==> src/rtl/receptor_quadro_serial_if.sv <==
// receptor_quadro_serial_if: serial line in, payload/frame status out, for the frame receiver.
interface receptor_quadro_serial_if;
  logic       entrada_serial;
  logic [7:0] dado;
  logic       dado_valido;
  logic [7:0] indice;
  logic       quadro_ok;
  logic       quadro_erro;
  logic       erro_enquadramento;
  logic [3:0] db_estado;
  modport master (
    output entrada_serial,
    input  dado, dado_valido, indice, quadro_ok, quadro_erro, erro_enquadramento, db_estado
  );
  modport slave (
    input  entrada_serial,
    output dado, dado_valido, indice, quadro_ok, quadro_erro, erro_enquadramento, db_estado
  );
endinterface

==> src/rtl/receptor_quadro_serial.sv <==
// receptor_quadro_serial: 8N1 UART deserialiser plus sync/length/payload frame parser.
// Define RECEPTOR_CHECKSUM_EN to require a trailing XOR checksum byte per frame.
module receptor_quadro_serial #(
  parameter int         CICLOS_POR_BIT = 434,
  parameter int         MAX_BYTES      = 16,
  parameter logic [7:0] BYTE_SYNC      = 8'hA5
) (
  input logic                     clock,
  input logic                     reset,
  receptor_quadro_serial_if.slave link
);
  localparam int CW = $clog2(CICLOS_POR_BIT);
  typedef enum logic [1:0] {OCIOSO, INICIO, DADOS, PARADA} bit_t;
  typedef enum logic [1:0] {ESPERA_SYNC, LE_TAMANHO, LE_DADOS, LE_CHECKSUM} quadro_t;
  logic [1:0] sinc_q;
  bit_t bit_q, bit_d;
  logic [CW-1:0] cnt_q, cnt_d;
  logic [2:0] nbit_q, nbit_d;
  logic [7:0] shift_q, shift_d;
  logic rx, meio, cheio, byte_v, ferr;
  quadro_t est_q, est_d;
  logic [7:0] len_q, len_d, idx_q, idx_d, acc_q, acc_d, dado_q, dado_d, ind_q, ind_d;
  logic dv_q, dv_d, ok_q, ok_d, err_q, err_d, fe_q, fe_d;
  assign rx    = sinc_q[1];
  assign meio  = cnt_q == CW'(CICLOS_POR_BIT / 2 - 1);
  assign cheio = cnt_q == CW'(CICLOS_POR_BIT - 1);
  always_comb begin
    bit_d   = bit_q;
    cnt_d   = cnt_q + 1'b1;
    nbit_d  = nbit_q;
    shift_d = shift_q;
    byte_v  = 1'b0;
    ferr    = 1'b0;
    case (bit_q)
      OCIOSO: begin
        cnt_d = '0;
        bit_d = rx ? OCIOSO : INICIO;
      end
      INICIO: if (meio) begin
        cnt_d  = '0;
        nbit_d = '0;
        bit_d  = rx ? OCIOSO : DADOS;
      end
      DADOS: if (cheio) begin
        cnt_d   = '0;
        shift_d = {rx, shift_q[7:1]};
        nbit_d  = nbit_q + 1'b1;
        bit_d   = nbit_q == 3'd7 ? PARADA : DADOS;
      end
      PARADA: if (cheio) begin
        byte_v = rx;
        ferr   = !rx;
        bit_d  = OCIOSO;
      end
    endcase
  end
  // shift_q holds the completed byte while the stop bit is being sampled
  always_comb begin
    est_d  = est_q;
    len_d  = len_q;
    idx_d  = idx_q;
    acc_d  = acc_q;
    dado_d = dado_q;
    ind_d  = ind_q;
    dv_d   = 1'b0;
    ok_d   = 1'b0;
    err_d  = 1'b0;
    fe_d   = ferr;
    if (ferr) begin
      err_d = est_q != ESPERA_SYNC;
      est_d = ESPERA_SYNC;
    end else if (byte_v) begin
      case (est_q)
        ESPERA_SYNC: est_d = shift_q == BYTE_SYNC ? LE_TAMANHO : ESPERA_SYNC;
        LE_TAMANHO: begin
          len_d = shift_q;
          idx_d = '0;
          acc_d = shift_q;
          if (shift_q > 8'(MAX_BYTES)) begin
            err_d = 1'b1;
            est_d = ESPERA_SYNC;
          end else if (shift_q == 8'd0) begin
`ifdef RECEPTOR_CHECKSUM_EN
            est_d = LE_CHECKSUM;
`else
            ok_d  = 1'b1;
            est_d = ESPERA_SYNC;
`endif
          end else est_d = LE_DADOS;
        end
        LE_DADOS: begin
          dado_d = shift_q;
          ind_d  = idx_q;
          dv_d   = 1'b1;
          acc_d  = acc_q ^ shift_q;
          idx_d  = idx_q + 8'd1;
          if (idx_q == len_q - 8'd1) begin
`ifdef RECEPTOR_CHECKSUM_EN
            est_d = LE_CHECKSUM;
`else
            ok_d  = 1'b1;
            est_d = ESPERA_SYNC;
`endif
          end
        end
        LE_CHECKSUM: begin
          ok_d  = shift_q == acc_q;
          err_d = shift_q != acc_q;
          est_d = ESPERA_SYNC;
        end
      endcase
    end
  end
  always_ff @(posedge clock) begin
    if (reset) begin
      sinc_q  <= 2'b11;
      bit_q   <= OCIOSO;
      cnt_q   <= '0;
      nbit_q  <= '0;
      shift_q <= '0;
      est_q   <= ESPERA_SYNC;
      len_q   <= '0;
      idx_q   <= '0;
      acc_q   <= '0;
      dado_q  <= '0;
      ind_q   <= '0;
      dv_q    <= 1'b0;
      ok_q    <= 1'b0;
      err_q   <= 1'b0;
      fe_q    <= 1'b0;
    end else begin
      sinc_q  <= {sinc_q[0], link.entrada_serial};
      bit_q   <= bit_d;
      cnt_q   <= cnt_d;
      nbit_q  <= nbit_d;
      shift_q <= shift_d;
      est_q   <= est_d;
      len_q   <= len_d;
      idx_q   <= idx_d;
      acc_q   <= acc_d;
      dado_q  <= dado_d;
      ind_q   <= ind_d;
      dv_q    <= dv_d;
      ok_q    <= ok_d;
      err_q   <= err_d;
      fe_q    <= fe_d;
    end
  end
  assign link.dado               = dado_q;
  assign link.indice             = ind_q;
  assign link.dado_valido        = dv_q;
  assign link.quadro_ok          = ok_q;
  assign link.quadro_erro        = err_q;
  assign link.erro_enquadramento = fe_q;
  assign link.db_estado          = {2'b00, est_q};
endmodule

==> src/flat_wrapper.sv <==
// flat-port wrapper written by rule: the top's interface ports become plain ports
module receptor_quadro_serial_flat 
#(
  parameter int         CICLOS_POR_BIT = 434,
  parameter int         MAX_BYTES      = 16,
  parameter logic [7:0] BYTE_SYNC      = 8'hA5
)
  (clock, reset, link_entrada_serial, link_dado, link_dado_valido, link_indice, link_quadro_ok, link_quadro_erro, link_erro_enquadramento, link_db_estado);
  receptor_quadro_serial_if link_i ();
  input logic clock;
  input logic reset;
  input wire logic [$bits(link_i.entrada_serial)-1:0] link_entrada_serial;
  output wire logic [$bits(link_i.dado)-1:0] link_dado;
  output wire logic [$bits(link_i.dado_valido)-1:0] link_dado_valido;
  output wire logic [$bits(link_i.indice)-1:0] link_indice;
  output wire logic [$bits(link_i.quadro_ok)-1:0] link_quadro_ok;
  output wire logic [$bits(link_i.quadro_erro)-1:0] link_quadro_erro;
  output wire logic [$bits(link_i.erro_enquadramento)-1:0] link_erro_enquadramento;
  output wire logic [$bits(link_i.db_estado)-1:0] link_db_estado;
  assign link_i.entrada_serial = link_entrada_serial;
  assign link_dado = link_i.dado;
  assign link_dado_valido = link_i.dado_valido;
  assign link_indice = link_i.indice;
  assign link_quadro_ok = link_i.quadro_ok;
  assign link_quadro_erro = link_i.quadro_erro;
  assign link_erro_enquadramento = link_i.erro_enquadramento;
  assign link_db_estado = link_i.db_estado;
  receptor_quadro_serial #(.CICLOS_POR_BIT(CICLOS_POR_BIT), .MAX_BYTES(MAX_BYTES), .BYTE_SYNC(BYTE_SYNC)) u_core (.clock(clock), .reset(reset), .link(link_i));
endmodule
==> config.mk <==
export PLATFORM = sky130hd
export DESIGN_NAME = receptor_quadro_serial_flat
export DESIGN_NICKNAME = d
export VERILOG_FILES = /design/src/rtl/receptor_quadro_serial_if.sv /design/src/rtl/receptor_quadro_serial.sv /design/src/flat_wrapper.sv
export SDC_FILE = /design/constraint.sdc
export NUM_CORES = 1
export LEC_CHECK = 0
export BUFFER_PORTS_ARGS = -buffer_cell sky130_fd_sc_hd__buf_2
export CAP_MARGIN = 5
export CORE_UTILIZATION = 33
export CTS_BUF_LIST = sky130_fd_sc_hd__clkbuf_16
export DETAILED_ROUTE_END_ITERATION = 8
export PLACE_DENSITY = 0.59
export SLEW_MARGIN = 20
export SYNTH_ARGS = -nofsm -noshare
export SYNTH_HDL_FRONTEND = slang
export SYNTH_SLANG_ARGS = --single-unit
export TNS_END_PERCENT = 1
==> constraint.sdc <==
create_clock -name clock -period 1.75 [get_ports clock]
set_input_delay 0.0875 -clock clock [delete_from_list [all_inputs] [get_ports clock]]
set_output_delay 0.0875 -clock clock [all_outputs]
set_load 0.01 [all_outputs]
* Word-level counts from Yosys, hierarchy flattened *
Cells that the tools add are included.

storage, ports and cells
  flip-flop bits (word level) = 70
  bits in latches = 0
  memory bits (writable) = 0
  memory bits (read-only) = 0
  input port bits = 3
  logic and storage cells = 89
  memories kept = 0

cells by class
  $add $sub $neg = 4
  multiply operators = 0
  div/mod/pow operators = 0
  order comparisons = 1
  equal/unequal tests = 17
  shift operators = 0
  multiplexer cells = 33
  bitwise operators = 3
  reductions and logical operators = 16

operators by type and width
  kind                                                           number
  case mux 8 bit (2 select lines)                                2
  case mux 9 bit (3 select lines)                                1
  2-to-1 mux 9 bit                                               2
  == test 8 bit                                                  2
  case mux 2 bit (4 select lines)                                2
  AND reduction 3 bit                                            5
  2-to-1 mux 1 bit                                               14
  2-to-1 mux 2 bit                                               7
  adder 9 x 1 -> 9 bit, second input constant                    1
  == test 9 x 8 -> 1 bit, second input constant                  1
  == test 9 bit, second input constant                           1
  adder 8 x 1 -> 8 bit, second input constant                    1
  == test 2 bit, second input constant                           4
  == test 8 bit, second input constant                           1
  greater-than comparator 8 x 5 -> 1 bit, second input constant  1
  zero test 8 bit                                                1
  inequality test 2 x 1 -> 1 bit, second input constant          4
  inequality test 8 bit                                          1
  subtractor 8 x 1 -> 8 bit, second input constant               1
  bitwise XOR 8 bit                                              1
  2-to-1 mux 3 bit                                               2
  case mux 3 bit (2 select lines)                                1
  nonzero test 2 bit                                             3
  == test 2 x 1 -> 1 bit, second input constant                  2
  10 further kinds                                               13

* Longest topological paths before layout *
  word-level depth = 5
  gate-level depth with buffers = 10
  depth with buffers taken out = 7

* Worst setup path before layout *
Ideal clock, no wire load.

  path kind = reg2reg
  from = reg u_core.cnt_q[1]
  to = reg u_core.dado_q[0], in the netlist u_core.link.dado[0]
  setup time = 0.132 ns
  data arrival time = 1.622 ns
  slack = -0.004 ns
  stages on the path, launching flop included = 11
  buffers on the path = 3
  cells stage by stage = dfxtp_1 inv_1 ha_1 and4bb_2 and4_1 buf_2 and2_1 buf_4 buf_6 nand2_1 a21oi_1

on the way
  cells in the longest elaborated chain, start to end = 5
  elaborated cells between the ends (all ways) = 7
  classes of those cells = 1 x eq/ne; 4 x mux; 1 x bitwise; 1 x reduce/logical

ends and longest elaborated chain
  item                               line                           source
  start: declaration                 receptor_quadro_serial.sv:17   logic [CW-1:0] cnt_q, cnt_d;
  start signal: assignment           receptor_quadro_serial.sv:134  cnt_q <= cnt_d;
  == test 9 bit (*)                  receptor_quadro_serial.sv:26   assign cheio = cnt_q == CW'(CICLOS_POR_BIT - 1);
  2-to-1 mux 1 bit                   receptor_quadro_serial.sv:50   PARADA: if (cheio) begin
  2-to-1 mux 1 bit                   receptor_quadro_serial.sv:34   case (bit_q)
  NOT 1 bit (no line)                --
  AND reduction 3 bit (no line) (*)  --
  end signal: assignment             receptor_quadro_serial.sv:141  dado_q <= dado_d;
  end: declaration                   receptor_quadro_serial.sv:22   logic [7:0] len_q, len_d, idx_q, idx_d, acc_q, acc_d, dado_q, dado_d, ind_q, ind_d;

Every way passes the cells marked *; elsewhere a longest branch is shown, timed or not.
A chain may end at the register's enable or synchronous reset.

* Final worst setup path *
  from = reg u_core.cnt_q[2]
  to = reg u_core.nbit_q[0]

on the way
  cells in the longest elaborated chain, start to end = 3
  elaborated cells between the ends (all ways) = 5
  classes of those cells = 4 x eq/ne; 1 x reduce/logical

ends and longest elaborated chain
  item                                                     line                                                        source
  == test 9 bit or == test 9 x 8 -> 1 bit (tied branches)  receptor_quadro_serial.sv:26, receptor_quadro_serial.sv:25
  inequality test 2 x 1 -> 1 bit (no line)                 --
  AND reduction 3 bit (no line) (*)                        --
  end signal: assignment                                   receptor_quadro_serial.sv:135                               nbit_q <= nbit_d;
  end: declaration                                         receptor_quadro_serial.sv:18                                logic [2:0] nbit_q, nbit_d;

Marks and branches as above.

==> results.sh <==
export IMPL_min_to="u_core.link.indice[3]$_SDFFE_PP0P_"
export IMPL_synth_top_area_cell="dfxtp_1"
export IMPL_layout_drive_gt1_share=0.225
export IMPL_final_common_cell="dfxtp_1"
export IMPL_insertion_delay_ns=0.34
export IMPL_setup_violations=0
export IMPL_power_density_mw_per_mm2=851
export IMPL_clock_sinks=70
export IMPL_wirelength_mm=7.99
export IMPL_layout_common_cells="dfxtp_1 (66), nand2_1 (62), a21oi_1 (41), nor2_1 (40), buf_4 (40)"
export IMPL_synth_area_leaders="dfxtp_1 (40%), nand2_1 (6.8%), a21oi_1 (6.0%), ha_1 (5.7%), xor2_1 (5.3%)"
export IMPL_antenna_found_initial=0
export IMPL_rsz0062_at_grt="yes"
export IMPL_critPathArrivalTime_ns=2.00
export IMPL_place_congestion=0.766
export IMPL_grt_max_degree=33
export IMPL_crit_start="u_core.cnt_q[2]$_SDFF_PP0_"
export IMPL_max_freq_mhz=582
export IMPL_cp_top_family="simple AND/OR/NAND/NOR gates"
export IMPL_globalRoute_totalOverflow=0
export IMPL_total_power_mw=3.78
export IMPL_outcome="completed"
export IMPL_stdcell_count=621
export IMPL_hpwlAfterDp_mm=5.68
export IMPL_fp_dieW_um=105
export IMPL_cts_reportedPaths_clkPinSlew_ns=0.06
export IMPL_met3_length_um=188
export IMPL_core_mm2=0.0103
export IMPL_crit_path_max_fanout=6
export IMPL_synth_cell_area_mm2=0.00350
export IMPL_wl_per_cell_um=12.9
export IMPL_wl_met1_mm=3.68
export IMPL_die_area_mm2=0.0110
export IMPL_internal_power_mw=2.94
export IMPL_critPathKind="flop to flop"
export IMPL_top_layer_used="met4"
export IMPL_leakage_nw=1.93
export IMPL_hold_violations=0
export IMPL_avgSynthCellArea_um2=8.23
export IMPL_fin_crit_sh=0.982
export IMPL_syn_to_final_growth_pct=26.8
export IMPL_cts_root_buf="clkbuf_16"
export IMPL_htree_levels=3
export IMPL_synth_warnings=0
export IMPL_die_y_um=105
export IMPL_rows=37
export IMPL_tightest_slew_ns=0.513
export IMPL_skew_ns=0.00725
export IMPL_synth_seq_cells=70
export IMPL_worst_ep_required_time_ns=2.03
export IMPL_cpMaxStageDelayCell="o41ai_4"
export IMPL_path_buf_inv=0
export IMPL_syn_inst=425
export IMPL_synth_top_area_share=0.400
export IMPL_synthArstFlopShare=0
export IMPL_dp_cells=601
export IMPL_min_delay_start="reset"
export IMPL_peakVddDrop_uv=365
export IMPL_grt_first_pass_wirelength_mm=13.9
export IMPL_holdPathStages=2
export IMPL_ios=27
export IMPL_swShare=0.222
export IMPL_maxCapViolCount=0
export IMPL_cp_cell_sequence="nand4b_1 > o41ai_4 > nand3_2 > or3b_1 > a21oi_2"
export IMPL_netSwitchingPower_mw=0.836
export IMPL_clk_path_buf_depth=2
export IMPL_slowest_delay_ns=0.41
export IMPL_drc=0
export IMPL_end_kind="flop"
export IMPL_synth_seq_area_share=0.400
export IMPL_grt_use_total=0.160
export IMPL_yosysUniqueCellTypes=46
export IMPL_ant_nets=0
export IMPL_io_buffers=24
export IMPL_drtPass1Iterations=4
export IMPL_seqPwrFrac=0.428
export IMPL_relSlewSlack=0.658
export IMPL_combPwrFrac=0.048
export IMPL_ys_flop_type="dfxtp_1"
export IMPL_numCtsBuffers=9
export IMPL_finalCriticalPeriod_ns=1.72
export IMPL_worstReg2RegEnd="u_core.nbit_q[0]$_SDFFE_PP0P_"
export IMPL_clkPwrFrac=0.524
export IMPL_synth_edf_count=0
export IMPL_slew_violations=0
export IMPL_via_per_inst=4.81
export IMPL_vias=2989
export IMPL_place_area_mm2=0.00402
export IMPL_dr_wl_met2_mm=3.93
export IMPL_reg2reg_from="u_core.cnt_q[2]$_SDFF_PP0_"
export IMPL_final_area_mm2=0.00444
export IMPL_initial_core_util=0.339
export IMPL_first_global_vias=2935
export IMPL_min_path_type="input pin to flop"
export IMPL_r2r_cells=5
export IMPL_drt_iter0_markers=157
export IMPL_cts_tree="yes"
export IMPL_n_antenna_cell=0
export IMPL_rrSetupSlack_ns=0.03
export IMPL_startpoint_type="flop"
export IMPL_layout_nets=499
-- stage by stage --
step | util | setup slack [ns] | setup TNS [ns] | hold WS (ns)
floorplan | - | 0.00231 | 0 | 0.191
global placement | 0.389 | -0.00770 | -0.0152 | 0.278
detailed placement | 0.389 | -0.139 | -0.309 | 0.280
CTS | 0.423 | -0.0372 | -0.0372 | 0.233
global route | 0.430 | -0.0776 | -0.234 | 0.245
finish | 0.430 | 0.0314 | 0 | 0.226
-- sequential cells by signal (all words and copies together), names as in the netlist, named ones only --
register,flops
u_core.link.indice,8
u_core.link.erro_enquadramento,1
u_core.link.quadro_ok,1
u_core.idx_q,8
u_core.cnt_q,9
u_core.acc_q,8
u_core.len_q,8
u_core.link.dado_valido,1
u_core.shift_q,8
u_core.nbit_q,3
u_core.sinc_q,2
u_core.est_q,2
u_core.link.quadro_erro,1
u_core.bit_q,1
u_core.link.dado,8
-- area by class of cell --
| class | count | area [µm²] |
|---|---|---|
| clock buffers | 9 | 225 |
| clock inverters | 7 | 96.3 |
| fillers | 1031 | 5890 |
| inverters | 11 | 41.3 |
| multi-input cells | 318 | 1970 |
| flip-flops and latches | 70 | 1410 |
| well taps | 136 | 170 |
| repair buffers | 70 | 522 |
-- synthesized netlist by cell type (4+ instances only) --
cell type,count
nand2_1,63
nor4_1,4
ha_1,16
buf_2,9
mux2i_1,11
xor2_1,21
nor2_1,40
nor3_1,6
clkbuf_1,13
inv_1,11
or2_2,4
a21oi_1,42
xnor2_1,12
nand4_1,8
and3_1,6
o21ai_0,17
nand3_1,18
dfxtp_1,70
nor2b_1,19
-- worst register-to-register path, cell delays in order (launching register included) --
cell and delay [ns]:
dfxtp_2 0.32, nand4b_1 0.22, o41ai_4 0.41, nand3_2 0.19, or3b_1 0.40, a21oi_2 0.12
-- per-layer routing --
| metal | up-vias | track usage |
|---|---|---|
| met1 | 1399 | 0.187 |
| li1 | 1540 | - |
| met2 | 35 | 0.275 |
| met5 | - | 0 |
| met3 | 15 | 0.0381 |
| met4 | 0 | 0.0744 |
-- power by group through the flow --
| stage | combinational [mW] | sequential (mW) | clock [mW] |
|---|---|---|---|
| floorplan | 0.119 | 1.65 | 0 |
| global placement | 0.159 | 1.65 | 0 |
| detailed placement | 0.160 | 1.65 | 0 |
| CTS | 0.164 | 1.62 | 2.02 |
| global route | 0.207 | 1.62 | 2.09 |
| finish | 0.181 | 1.62 | 1.98 |
-- kinds of logic after synthesis --
| family | after synthesis | synth area share |
|---|---|---|
| AO/OA/AOI/OAI | 72 | 0.118 |
| XOR/XNOR | 33 | 0.0826 |
| adder cells (fa/ha/maj) | 16 | 0.0572 |
| buffers and inverters | 38 | 0.0515 |
| flip-flops | 70 | 0.400 |
| multiplexers | 11 | 0.0315 |
| other | 1 | 0.00107 |
| AND/OR/NAND/NOR | 184 | 0.257 |
-- how the worst max path moves through the flow --
stage                                       endpoint  slack [ns]  cells past startpoint
finish                 u_core.nbit_q[0]$_SDFFE_PP0P_        0.03                      5
floorplan           u_core.link.dado[0]$_SDFFE_PP0P_       0.002                     10
CTS                    u_core.nbit_q[0]$_SDFFE_PP0P_       -0.04                      7
detailed placement      u_core.est_q[1]$_SDFFE_PP0P_       -0.14                      7
global route           u_core.nbit_q[0]$_SDFFE_PP0P_       -0.08                      5
global placement        u_core.est_q[0]$_SDFFE_PP0P_      -0.008                      7
-- repair_timing --
action                                  4_1_cts  5_1_grt
endpoints found under the setup margin        4       55
hold buffers                                  1        0
pin swaps                                     1        7
gates resized for setup                       2       18
hold endpoints to repair                      1        0
setup buffers                                 0        3
Note: power is estimated with default switching activity, not from simulation.
